`config.mk`:
```
export PLATFORM = sky130hd
export DESIGN_NAME = lu_dispatch
export DESIGN_NICKNAME = d
export VERILOG_FILES = /design/src/rtl/lu_dispatch.sv
export SDC_FILE = /design/constraint.sdc
export NUM_CORES = 1
export LEC_CHECK = 0
export ABC_AREA = 1
export CAP_MARGIN = 25
export CORE_UTILIZATION = 58
export CTS_BUF_LIST = sky130_fd_sc_hd__clkbuf_8
export DETAILED_ROUTE_END_ITERATION = 8
export GPL_TIMING_DRIVEN = 0
export PLACE_DENSITY = 0.82
export SYNTH_ARGS = -nofsm -noshare
export SYNTH_HDL_FRONTEND = slang
export SYNTH_SLANG_ARGS = --single-unit
export TNS_END_PERCENT = 30
```
`constraint.sdc`:
```
create_clock -name clk -period 2.8 [get_ports clk]
set_input_delay 0.28 -clock clk [delete_from_list [all_inputs] [get_ports clk]]
set_output_delay 0.28 -clock clk [all_outputs]
set_load 0.1 [all_outputs]
```
`src/rtl/lu_dispatch.sv`:
```
// lu_dispatch: in-order issue queue feeding the one-cycle logic unit, plus a
// two-entry result FIFO returning tagged results (illegal opcodes flagged, never issued).
module lu_dispatch #(
    parameter int N     = 32,
    parameter int DEPTH = 4,
    parameter int TAG_W = 5
) (
    input  logic             clk,
    input  logic             rst_n,
    input  logic             in_valid,
    output logic             in_ready,
    input  logic [4:0]       in_op,
    input  logic [N-1:0]     in_a,
    input  logic [N-1:0]     in_b,
    input  logic [TAG_W-1:0] in_tag,
    output logic [N-1:0]     lu_a,
    output logic [N-1:0]     lu_b,
    output logic [4:0]       lu_s,
    input  logic [N-1:0]     lu_c,
    output logic             out_valid,
    input  logic             out_ready,
    output logic [N-1:0]     out_result,
    output logic [TAG_W-1:0] out_tag,
    output logic             out_err
);
    localparam int AW = $clog2(DEPTH);
    localparam logic [AW:0] FULL_CNT = (AW + 1)'(DEPTH);

    function automatic logic op_legal(input logic [4:0] op);
        logic ok;
        case (op)
            5'b01010, 5'b01011, 5'b01100, 5'b01101,
            5'b01110, 5'b01111, 5'b10000, 5'b10001: ok = 1'b1;
            default:                                ok = 1'b0;
        endcase
        return ok;
    endfunction

    logic [4:0]       q_op_r  [DEPTH];
    logic [N-1:0]     q_a_r   [DEPTH];
    logic [N-1:0]     q_b_r   [DEPTH];
    logic [TAG_W-1:0] q_tag_r [DEPTH];
    logic [AW-1:0]    q_wp_r;
    logic [AW-1:0]    q_rp_r;
    logic [AW:0]      q_cnt_r;
    logic             ready_en_r;

    logic             inflight_r;
    logic             inf_err_r;
    logic [TAG_W-1:0] inf_tag_r;

    logic [N-1:0]     r_res_r [2];
    logic [TAG_W-1:0] r_tag_r [2];
    logic [1:0]       r_err_r;
    logic             r_wp_r;
    logic             r_rp_r;
    logic [1:0]       rcount_r;

    logic             push_s;
    logic             pop_out_s;
    logic             credit_s;
    logic             issue_s;
    logic             head_legal_s;
    logic [2:0]       occ_s;

    // A result slot is reserved per issue, so the result FIFO can never overflow.
    assign occ_s        = {2'b00, inflight_r} + {1'b0, rcount_r};
    assign credit_s     = occ_s < (3'd2 + {2'b00, pop_out_s});
    assign head_legal_s = op_legal(q_op_r[q_rp_r]);
    assign issue_s      = (q_cnt_r != {(AW + 1){1'b0}}) && credit_s;
    assign in_ready     = ready_en_r && (q_cnt_r != FULL_CNT);
    assign push_s       = in_valid && in_ready;
    assign out_valid    = (rcount_r != 2'b00);
    assign pop_out_s    = out_valid && out_ready;

    // Logic-unit drive: head operands only when a legal op issues this cycle.
    always_comb begin
        lu_a = {N{1'b0}};
        lu_b = {N{1'b0}};
        lu_s = 5'b00000;
        if (issue_s && head_legal_s) begin
            lu_a = q_a_r[q_rp_r];
            lu_b = q_b_r[q_rp_r];
            lu_s = q_op_r[q_rp_r];
        end else begin
            lu_a = {N{1'b0}};
            lu_b = {N{1'b0}};
            lu_s = 5'b00000;
        end
    end

    // Result FIFO head presentation; zeros whenever nothing is valid.
    always_comb begin
        out_result = {N{1'b0}};
        out_tag    = {TAG_W{1'b0}};
        out_err    = 1'b0;
        if (out_valid) begin
            out_result = r_res_r[r_rp_r];
            out_tag    = r_tag_r[r_rp_r];
            out_err    = r_err_r[r_rp_r];
        end else begin
            out_result = {N{1'b0}};
            out_tag    = {TAG_W{1'b0}};
            out_err    = 1'b0;
        end
    end

    // Input queue storage, pointers and occupancy.
    always_ff @(posedge clk or negedge rst_n) begin
        if (!rst_n) begin
            for (int i = 0; i < DEPTH; i++) begin
                q_op_r[i]  <= 5'b00000;
                q_a_r[i]   <= {N{1'b0}};
                q_b_r[i]   <= {N{1'b0}};
                q_tag_r[i] <= {TAG_W{1'b0}};
            end
            q_wp_r     <= {AW{1'b0}};
            q_rp_r     <= {AW{1'b0}};
            q_cnt_r    <= {(AW + 1){1'b0}};
            ready_en_r <= 1'b0;
        end else begin
            ready_en_r <= 1'b1;
            if (push_s) begin
                q_op_r[q_wp_r]  <= in_op;
                q_a_r[q_wp_r]   <= in_a;
                q_b_r[q_wp_r]   <= in_b;
                q_tag_r[q_wp_r] <= in_tag;
                q_wp_r          <= q_wp_r + AW'(1);
            end
            if (issue_s) begin
                q_rp_r <= q_rp_r + AW'(1);
            end
            case ({push_s, issue_s})
                2'b10:   q_cnt_r <= q_cnt_r + (AW + 1)'(1);
                2'b01:   q_cnt_r <= q_cnt_r - (AW + 1)'(1);
                default: q_cnt_r <= q_cnt_r;
            endcase
        end
    end

    // In-flight marker: tracks the op whose lu_c arrives on the next edge.
    always_ff @(posedge clk or negedge rst_n) begin
        if (!rst_n) begin
            inflight_r <= 1'b0;
            inf_err_r  <= 1'b0;
            inf_tag_r  <= {TAG_W{1'b0}};
        end else begin
            inflight_r <= issue_s;
            if (issue_s) begin
                inf_tag_r <= q_tag_r[q_rp_r];
                inf_err_r <= !head_legal_s;
            end
        end
    end

    // Result FIFO: completion write and consumer pop may coincide.
    always_ff @(posedge clk or negedge rst_n) begin
        if (!rst_n) begin
            for (int i = 0; i < 2; i++) begin
                r_res_r[i] <= {N{1'b0}};
                r_tag_r[i] <= {TAG_W{1'b0}};
            end
            r_err_r  <= 2'b00;
            r_wp_r   <= 1'b0;
            r_rp_r   <= 1'b0;
            rcount_r <= 2'b00;
        end else begin
            if (inflight_r) begin
                r_res_r[r_wp_r] <= inf_err_r ? {N{1'b0}} : lu_c;
                r_tag_r[r_wp_r] <= inf_tag_r;
                r_err_r[r_wp_r] <= inf_err_r;
                r_wp_r          <= ~r_wp_r;
            end
            if (pop_out_s) begin
                r_rp_r <= ~r_rp_r;
            end
            case ({inflight_r, pop_out_s})
                2'b10:   rcount_r <= rcount_r + 2'd1;
                2'b01:   rcount_r <= rcount_r - 2'd1;
                default: rcount_r <= rcount_r;
            endcase
        end
    end
endmodule

```
==> metrics.cfg, run 1 <==
[run_status]
status = complete, but fails checks
violations = setup timing

[setup_path]
worst_setup_path_start_kind = flop
cpLargestDelayFamily = buffers and inverters
r2r-start = rcount_r[0]
rrSetupSlack_ns = 0.09
worstPathMaxFanout = 10
critPathMaxStageDelay_ns = 0.44
crit_path_end_kind = output port
r2r_cells = 13
required_ns = 2.52
r2r-end = q_cnt_r[2]
timing.critical_path.cells = ha_4, ha_4, a31oi_4, nand2_4, inv_4, nand2_8, buf_12, buf_2, nor2_1, buf_6
cp_slowest_cell = dfrtp_2
crit_start = rcount_r[0]
crit_path_end = lu_a[22]
crit_type = reg -> out
worstPathArrival_ns = 2.56
critPathBufInv = 4
critPathMostFrequentCell = ha_4
cp.depth = 10

[floorplan]
coreArea_sq_um = 31600
io_pins = 219
row_count = 65
die_w_microns = 182
dieArea_sq_um = 33000
die_y_microns = 182
start_util_pct = 59.1

[timing]
hold_viol = 0
period_share_pct = 101
post-route-worst-setup-slack_ns = -0.0405
slew_violations = 0
worst_pin_slew_ns = 1.04
fin_worst_skew_ns = 0.0323
setup_viol = 11
timing.fmax_ghz = 0.352
finalCriticalPeriod_ns = 2.84
maxSlewHeadroom_pct = 30.3
grt_setup_unrepaired = true

[clock_network]
clk_pin_slew_ns = 0.06
numCtsBuffers = 67
cts-htree-levels = 3
cts_tree = done
cts-root-buf = clkbuf_8
cts_buffer_depth = 3
clock-sinks = 391
insertion_delay_ns = 0.59

[synthesis]
avgSynthCellArea_sq_um = 7.72
yosys.cell_types.count = 28
synthesis.nets = 2540
ys_seq_area_share_pct = 52.3
synth_area_sq_um = 18700
ys_seq_elements = 391
netlist_instances = 2421
ys_warn_count = 0

[routing]
wl_per_cell_microns = 17.7
vias = 18200
drt_iter0_drc = 1947
drtPass1Iterations = 6
antenna_left = 0
vias_per_cell = 5.72
wl_mm = 56.3
drc_errors = 0

[layout]
final_core_utilization_pct = 74.1
layout.nets = 2852
fillers = 2238
area.growth.synth_to_final_pct = 25.4
drive_above_1_share_pct = 14.2
final_common_cell = nand2_1
regArea_sq_um = 9790
multiInputGateArea_sq_um = 7320
layout_common_cells = 711 x nand2_1, 389 x dfrtp_1, 324 x o21ai_0, 312 x inv_1, 201 x o21ai_1

[global_route]
grt_max_degree = 129
grt_pass1_wl_mm = 90.5
grt_usage_pct = 34.3
antenna_found_initial = 2
overflow = 0
grt_pass1_vias = 17900

[flow_run]
cap_violations = 0

[hold_path]
hold_class = in -> async

[placed_design]
dp_hpwl_mm = 37.1
place_congestion = 0.885
place.port_buffers = 218

-- registers in the layout (all words and copies together), names as in the netlist --
signal      flops
q_a_r         128
q_b_r         128
r_res_r        64
q_op_r         20
q_tag_r        20
r_tag_r        10
inf_tag_r       5
q_cnt_r         3
q_rp_r          2
q_wp_r          2
r_err_r         2
rcount_r        2
inf_err_r       1
inflight_r      1
r_rp_r          1
r_wp_r          1
ready_en_r      1
-- cells by family after synthesis --
kind of cell | after synthesis | synth area share, %
AO/OA/AOI/OAI | 705 | 19.0
XOR/XNOR | 6 | 0.281
adder cells (fa/ha/maj) | 9 | 0.643
buffers and inverters | 457 | 10.0
flip-flops | 391 | 52.3
other | 1 | 0.0201
AND/OR/NAND/NOR | 852 | 17.7
-- cell type report --
type,instances,area share [%]
Multi-Input combinational cell,1573,31.2
Antenna cell,1,0.0107
Sequential cell,391,41.7
Buffer,163,3.61
Inverter,292,4.72
Timing Repair Buffer,245,11.4
Clock inverter,38,0.731
Clock buffer,75,4.40
Tap cell,402,2.15
-- synth_stat cells --
master,count,area [sq um]
o21ai_1,201,1010
xor2_1,4,35.0
nand2_4,1,11.3
nand3_1,9,45.0
dfrtp_1,391,9780
xnor2_1,2,17.5
o21ai_2,1,8.76
conb_1,1,3.75
inv_2,6,22.5
buf_6,2,22.5
nand2_2,4,25.0
buf_4,14,105
ha_1,8,100
inv_1,285,1070
a21oi_1,177,886
o21ai_0,324,1620
clkinv_1,1,3.75
nor2_4,1,11.3
a31oi_4,1,21.3
a31oi_1,1,6.26
clkbuf_1,82,308
nor2_2,32,200
buf_8,2,30.0
nor2_1,85,319
nand2_1,720,2700
buf_2,52,260
fa_1,1,20.0
buf_1,13,48.8
-- repair_timing --
action | CTS | global route
resized for setup | 688 | 164
hold buffers | 1 | 0
cloned | 2 | 1
setup endpoints to repair | 108 | 106
pin swaps | 10 | 18
buffers inserted | 9 | 11
hold endpoints to repair | 37 | 0
-- stage by stage --
| step | TNS, ns | hold slack [ns] | instances | setup slack [ns] | area, sq um |
|---|---|---|---|---|---|
| 2_1_floorplan | -3.28 | -0.0156 | 2421 | -0.0936 | 18700 |
| 6_report | -0.232 | 0.177 | 3180 | -0.0405 | 23400 |
| 3_5_place_dp | -34.70 | 0.195 | 3044 | -0.657 | 21500 |
| 3_3_place_gp | -6035.42 | 0.447 | 3041 | -15.39 | 21400 |
| 5_1_grt | -1.37 | 0.194 | 3180 | -0.103 | 23400 |
| 4_1_cts | -0.355 | 0.169 | 3169 | -0.0814 | 23000 |
-- worst min path at each step --
stage                      from          end  slack [ns]  cells past startpoint
CTS                       rst_n  r_res_r[49]        0.17                      2
global placement    r_res_r[62]  r_res_r[62]        0.45                      2
global route              rst_n  r_res_r[14]        0.19                      2
detailed placement        rst_n  r_res_r[17]        0.19                      1
finish                    rst_n  r_res_r[49]        0.18                      2
floorplan                 rst_n    inf_err_r       -0.02                      0
-- routing by layer --
metal  vias to the layer above  global-route usage, %  part of all wire, %
li1                       8257                      -                    -
met1                      8695                   44.8                   39
met2                      1060                   55.2                   47
met3                       165                   7.08                  9.5
met4                         0                   15.8                  3.9
met5                         -                      0                    0
Power of run 1 is not shown: default switching activity piles up to over one toggle a cycle in this logic, so the estimate is an artifact.
==> run 2: changes to the inputs <==
Settings changed: CORE_MARGIN from default to 2.
==> run 2 against run 1 <==
The run still ends with setup timing left. Clock skew hardly changed. Count of clock-buffer cells in the layout is 14 higher. Setup slack worse by 0.17 ns. First-iteration DRC count is 1.6% higher. Sequential share of layout area is 0.58 points lower. Design area is 1.4% higher. Global-route usage is 0.28 points higher. Core utilization is 1.0 points higher. Critical endpoint is now lu_a[29].
==> metrics.cfg, run 2 (synthesis results as in run 1) <==
[run_status]
status = complete, but fails checks
violations = setup timing

[placed_design]
dp_hpwl_mm = 37.3  ; +0.54%
place.port_buffers = 218  ; unchanged
place_congestion = 0.882  ; -0.36%

[routing]
vias_per_cell = 5.71  ; about the same
wl_per_cell_microns = 18.1  ; +2.2%
drt_iter0_drc = 1979  ; +1.6%
wl_mm = 57.5  ; +2.2%
antenna_left = 0  ; unchanged
drtPass1Iterations = 6  ; unchanged
drc_errors = 0  ; unchanged
vias = 18200  ; -0.0055%

[clock_network]
cts-htree-levels = 3  ; unchanged
numCtsBuffers = 68  ; +1.5%
cts_buffer_depth = 3  ; unchanged
clk_pin_slew_ns = 0.06  ; about the same
clock-sinks = 391  ; unchanged
cts_tree = done
insertion_delay_ns = 0.59  ; about the same
cts-root-buf = clkbuf_8

[global_route]
grt_pass1_wl_mm = 92.6  ; +2.3%
grt_usage_pct = 34.6  ; +0.28 points
overflow = 0  ; unchanged
grt_pass1_vias = 18100  ; +1.3%
grt_max_degree = 123  ; -4.7%
antenna_found_initial = 5  ; +3

[layout]
fillers = 2238  ; unchanged
layout.nets = 2849  ; -0.11%
final_core_utilization_pct = 75.1  ; +1.0 points
final_common_cell = nand2_1
layout_common_cells = 708 x nand2_1, 390 x dfrtp_1, 323 x o21ai_0, 304 x inv_1, 202 x o21ai_1
area.growth.synth_to_final_pct = 27.2
largest_registers = q_a_r (128), q_b_r (128), r_res_r (64)
drive_above_1_share_pct = 14.1  ; -0.041 points

[setup_path]
crit_path_end = lu_a[29]
cp_slowest_cell = dfrtp_2
required_ns = 2.52  ; about the same
crit_path_end_kind = output port
worst_setup_path_start_kind = flop
rrSetupSlack_ns = 0.20  ; +0.11 ns
timing.critical_path.cells = buf_6, clkinvlp_4, nand2_2, nand3_2, nand2_2, nand2_2, inv_2, nand2_2, nand2_4, nand2_8, buf_12, buf_16, nor2_4, buf_12
worstPathMaxFanout = 7  ; -3
worstPathArrival_ns = 2.73  ; +0.17 ns
r2r_cells = 12  ; -1
r2r-start = rcount_r[0]
crit_start = q_rp_r[0]
r2r-end = q_cnt_r[2]
critPathMaxStageDelay_ns = 0.41  ; -0.03 ns
crit_type = reg -> out
critPathMostFrequentCell = nand2_2

[hold_path]
hold_class = in -> async

[timing]
fin_worst_skew_ns = 0.0319  ; -0.000411 ns
hold_viol = 0  ; unchanged
post-route-worst-setup-slack_ns = -0.210  ; -0.169 ns
timing.fmax_ghz = 0.332  ; -5.6%
finalCriticalPeriod_ns = 3.01  ; +0.169 ns
period_share_pct = 107  ; +6.0 points
grt_setup_unrepaired = true
maxSlewHeadroom_pct = 31.6  ; +1.3 points
slew_violations = 0  ; unchanged
worst_pin_slew_ns = 1.02  ; -0.0200 ns
setup_viol = 67  ; +56

[floorplan]
start_util_pct = 59.1  ; unchanged
io_pins = 219  ; unchanged
die_w_microns = 184  ; +1.1%
coreArea_sq_um = 31600  ; unchanged
dieArea_sq_um = 33700  ; +2.2%
row_count = 65  ; unchanged
die_y_microns = 184  ; +1.1%

[flow_run]
cap_violations = 0  ; unchanged

## run 2: what timing repair did
action | CTS | global route
buffers inserted | 11 | 0
gates cloned | 6 | 0
hold endpoints to repair | 84 | 0
setup endpoints to repair | 108 | 108
hold buffers | 1 | 0
pin swaps | 9 | 10
resized for setup | 736 | 119
## run 2: metrics by stage
stage               cells  setup slack [ns]  area [sq um]  setup TNS, ns  hold slack (ns)
finish               3181            -0.210         23800          -6.43            0.281
global route         3181            -0.229         23800          -9.23            0.334
floorplan            2421           -0.0936         18700          -3.28          -0.0156
CTS                  3180            -0.241         23800          -1.32            0.312
detailed placement   3044            -0.674         21500         -35.69            0.321
global placement     3041            -15.39         21400       -6040.57            0.449
## run 2: layout make-up
cell class / instances / area (sq um) / area share [%]
buffer: 165 / 861 / 3.62
timing repair buffer: 238 / 2740 / 11.5
timing repair inverter: 1 / 7.51 / 0.0316
multi-input combinational: 1573 / 7370 / 31.0
clock inverter: 29 / 173 / 0.726
tap: 402 / 503 / 2.12
clock buffer: 89 / 1220 / 5.15
antenna: 1 / 2.50 / 0.0105
sequential: 391 / 9790 / 41.2
inverter: 292 / 1100 / 4.63
## run 2: layer usage
layer	GRT usage, %	vias up	share of wire [%]
met3	7.07	233	9.5
met2	56.5	993	47
li1	-	8255	-
met4	16.4	4	4.6
met1	44.4	8691	39
met5	0	-	0.045
## run 2: worst max-delay path: cells and delay by family, from the launching register on
family        cells  cell delay (ns)
buf+inv           6             0.90
flops             1             0.41
simple gates      8             0.84
## run 2: worst min-delay path by stage
stage                      startpoint  slack, ns  cells after the start     endpoint
final                           rst_n       0.28                      2  r_res_r[17]
after floorplan                 rst_n      -0.02                      0    inf_err_r
after detailed placement        rst_n       0.32                      1  r_res_r[18]
after global placement    r_res_r[60]       0.45                      2  r_res_r[60]
after global routing            rst_n       0.33                      2  r_res_r[17]
after CTS                       rst_n       0.31                      2  r_res_r[48]
Power of run 2 is left out for the same reason.
==> run 3: changes to the inputs <==
Settings changed: CAP_MARGIN 25 to default, CORE_UTILIZATION 58 to 63, PLACE_DENSITY 0.82 to 0.88.
Clock period 2.8 ns to 3.9 ns, I/O delays scaled along.
==> run 3 against run 2 <==
The flow now finishes without violations. Critical endpoint is now lu_a[27]. Via count grew 0.23%. Die area shrank 7.8%. First-iteration DRC count grew 11%.
==> metrics.cfg, run 3 (synthesis results as in run 1) <==
[run_status]
status = finished clean

[routing]
drc_errors = 0  ; unchanged
antenna_left = 0  ; unchanged
wl_per_cell_microns = 17.4  ; -4.0%
drtPass1Iterations = 9  ; +3
vias = 18200  ; +0.23%
vias_per_cell = 5.79  ; +1.3%
wl_mm = 54.6  ; -5.1%
drt_iter0_drc = 2203  ; +11%

[layout]
final_common_cell = nand2_1
layoutNonFillerInstCount = 3146  ; -1.1%
layout.nets = 2830  ; -0.67%
area.growth.synth_to_final_pct = 20.8
largest_registers = q_a_r (128), q_b_r (128), r_res_r (64)
drive_above_1_share_pct = 7.77  ; -6.3 points
layout_common_cells = 720 x nand2_1, 391 x dfrtp_1, 324 x o21ai_0, 312 x inv_1, 201 x o21ai_1

[clock_network]
cts-htree-levels = 3  ; unchanged
insertion_delay_ns = 0.57  ; -0.02 ns
clk_pin_slew_ns = 0.06  ; about the same
cts_tree = done
post_cts_buffers = 0  ; -11
cts_buffer_depth = 3  ; unchanged
numCtsBuffers = 66  ; -2.9%
cts-root-buf = clkbuf_8
clock-sinks = 391  ; unchanged

[timing]
maxSlewHeadroom_pct = 30.7  ; -0.90 points
setup_viol = 0  ; -100%
fin_hold_ws_ns = 0.378  ; +0.0972 ns
fin_worst_skew_ns = 0.0234  ; -0.00849 ns
finalCriticalPeriod_ns = 3.83
worst_pin_slew_ns = 1.04  ; +0.0120 ns
slew_violations = 0  ; unchanged
timing.fmax_ghz = 0.261
hold_viol = 0  ; unchanged
grt_setup_unrepaired = true
period_share_pct = 98.3

[global_route]
grt_pass1_wl_mm = 88.1  ; -4.8%
grtUsageMet1_pct = 45.9  ; +1.5 points
grt_pass1_vias = 18100  ; -0.33%
grt_usage_pct = 35.5  ; +0.91 points
met3_usage_pct = 6.76  ; -0.31 points
overflow = 0  ; unchanged
antenna_found_initial = 1  ; -4
grt-busiest-layer = met2
grt_max_degree = 119  ; -3.3%
use_met2_pct = 57.5  ; +0.94 points

[placed_design]
dp_hpwl_mm = 37.3  ; +0.12%
dp.cells = 3032  ; -0.39%
place_congestion = 0.881  ; -0.10%
place.port_buffers = 218  ; unchanged

[setup_path]
rrSetupSlack_ns = 1.20  ; +1.00 ns
required_ns = 3.51  ; +0.99 ns
crit_type = reg -> out
worst_setup_path_start_kind = flop
r2r_cells = 11  ; -1
timing.critical_path.cells = ha_1, ha_1, a31oi_1, nand2_2, inv_2, nand2_2, buf_6, buf_8, nor2_2, clkdlybuf4s15_1
worstPathMaxFanout = 10  ; +3
worstPathArrival_ns = 3.44  ; +0.71 ns
crit_path_end_kind = output port
cp_slowest_cell = clkdlybuf4s15_1
critPathMaxStageDelay_ns = 0.85  ; +0.44 ns

[floorplan]
die_y_microns = 176  ; -4.0%
coreArea_sq_um = 29400  ; -7.1%
io_pins = 219  ; unchanged
dieArea_sq_um = 31100  ; -7.8%
row_count = 63  ; -3.1%
die_w_microns = 176  ; -4.0%
start_util_pct = 63.6  ; +4.5 points

[hold_path]
hold_class = in -> async

[flow_run]
cap_violations = 0  ; unchanged

==> run 3: worst paths after layout <==
check	from	to
min reg2reg	r_res_r[62]	r_res_r[62]
min	rst_n	r_res_r[16]
min in group clk	lu_c[10]	r_res_r[42]
max in group asynchronous	rst_n	q_a_r[48]
max	rcount_r[0]	lu_a[27]
max reg2reg	rcount_r[0]	q_cnt_r[2]
==> run 3: final cells by class <==
class,instances,area [sq um]
clock inverters,32,134
well taps,390,488
plain buffers,165,774
diodes,2,5.00
flip-flops and latches,391,9780
fillers,2048,6830
clock buffers,79,1090
multi-input cells,1573,7040
inverters,292,1100
repair buffers,222,2170
==> run 3: what timing repair did <==
action | in CTS | in global routing
gates resized for setup | 67 | 27
hold buffers | 1 | 0
endpoints found under the hold margin | 72 | 0
endpoints found under the setup margin | 67 | 17
==> run 3: through the flow <==
step / TNS, ns / area (sq um) / utilization [%] / setup slack [ns]
after CTS: 0 / 22600 / 76.9 / 0.0542
after floorplan: 0 / 18700 / - / 0.251
after detailed placement: 0 / 21500 / 73.0 / 0.312
final: 0 / 22600 / 76.8 / 0.0653
after global routing: -0.00900 / 22600 / 76.8 / -0.00900
after global placement: -5514.79 / 21400 / 72.7 / -14.14
==> run 3: per-layer routing <==
| metal | up-vias | wire length [microns] |
|---|---|---|
| met2 | 1177 | 25900 |
| met1 | 8608 | 20200 |
| li1 | 8212 | - |
| met3 | 220 | 6140 |
| met5 | - | 0 |
| met4 | 0 | 2340 |
==> run 3: critical path, delay by kind of cell, from the launching register on <==
kind / cells / cell delay [ns]
buffers and inverters: 4 / 1.36
adders and majority gates: 2 / 0.41
AOI/OAI and AO/OA: 1 / 0.17
DFF: 1 / 0.45
and+or+nand+nor: 3 / 0.47
Power of run 3 is left out for the same reason.
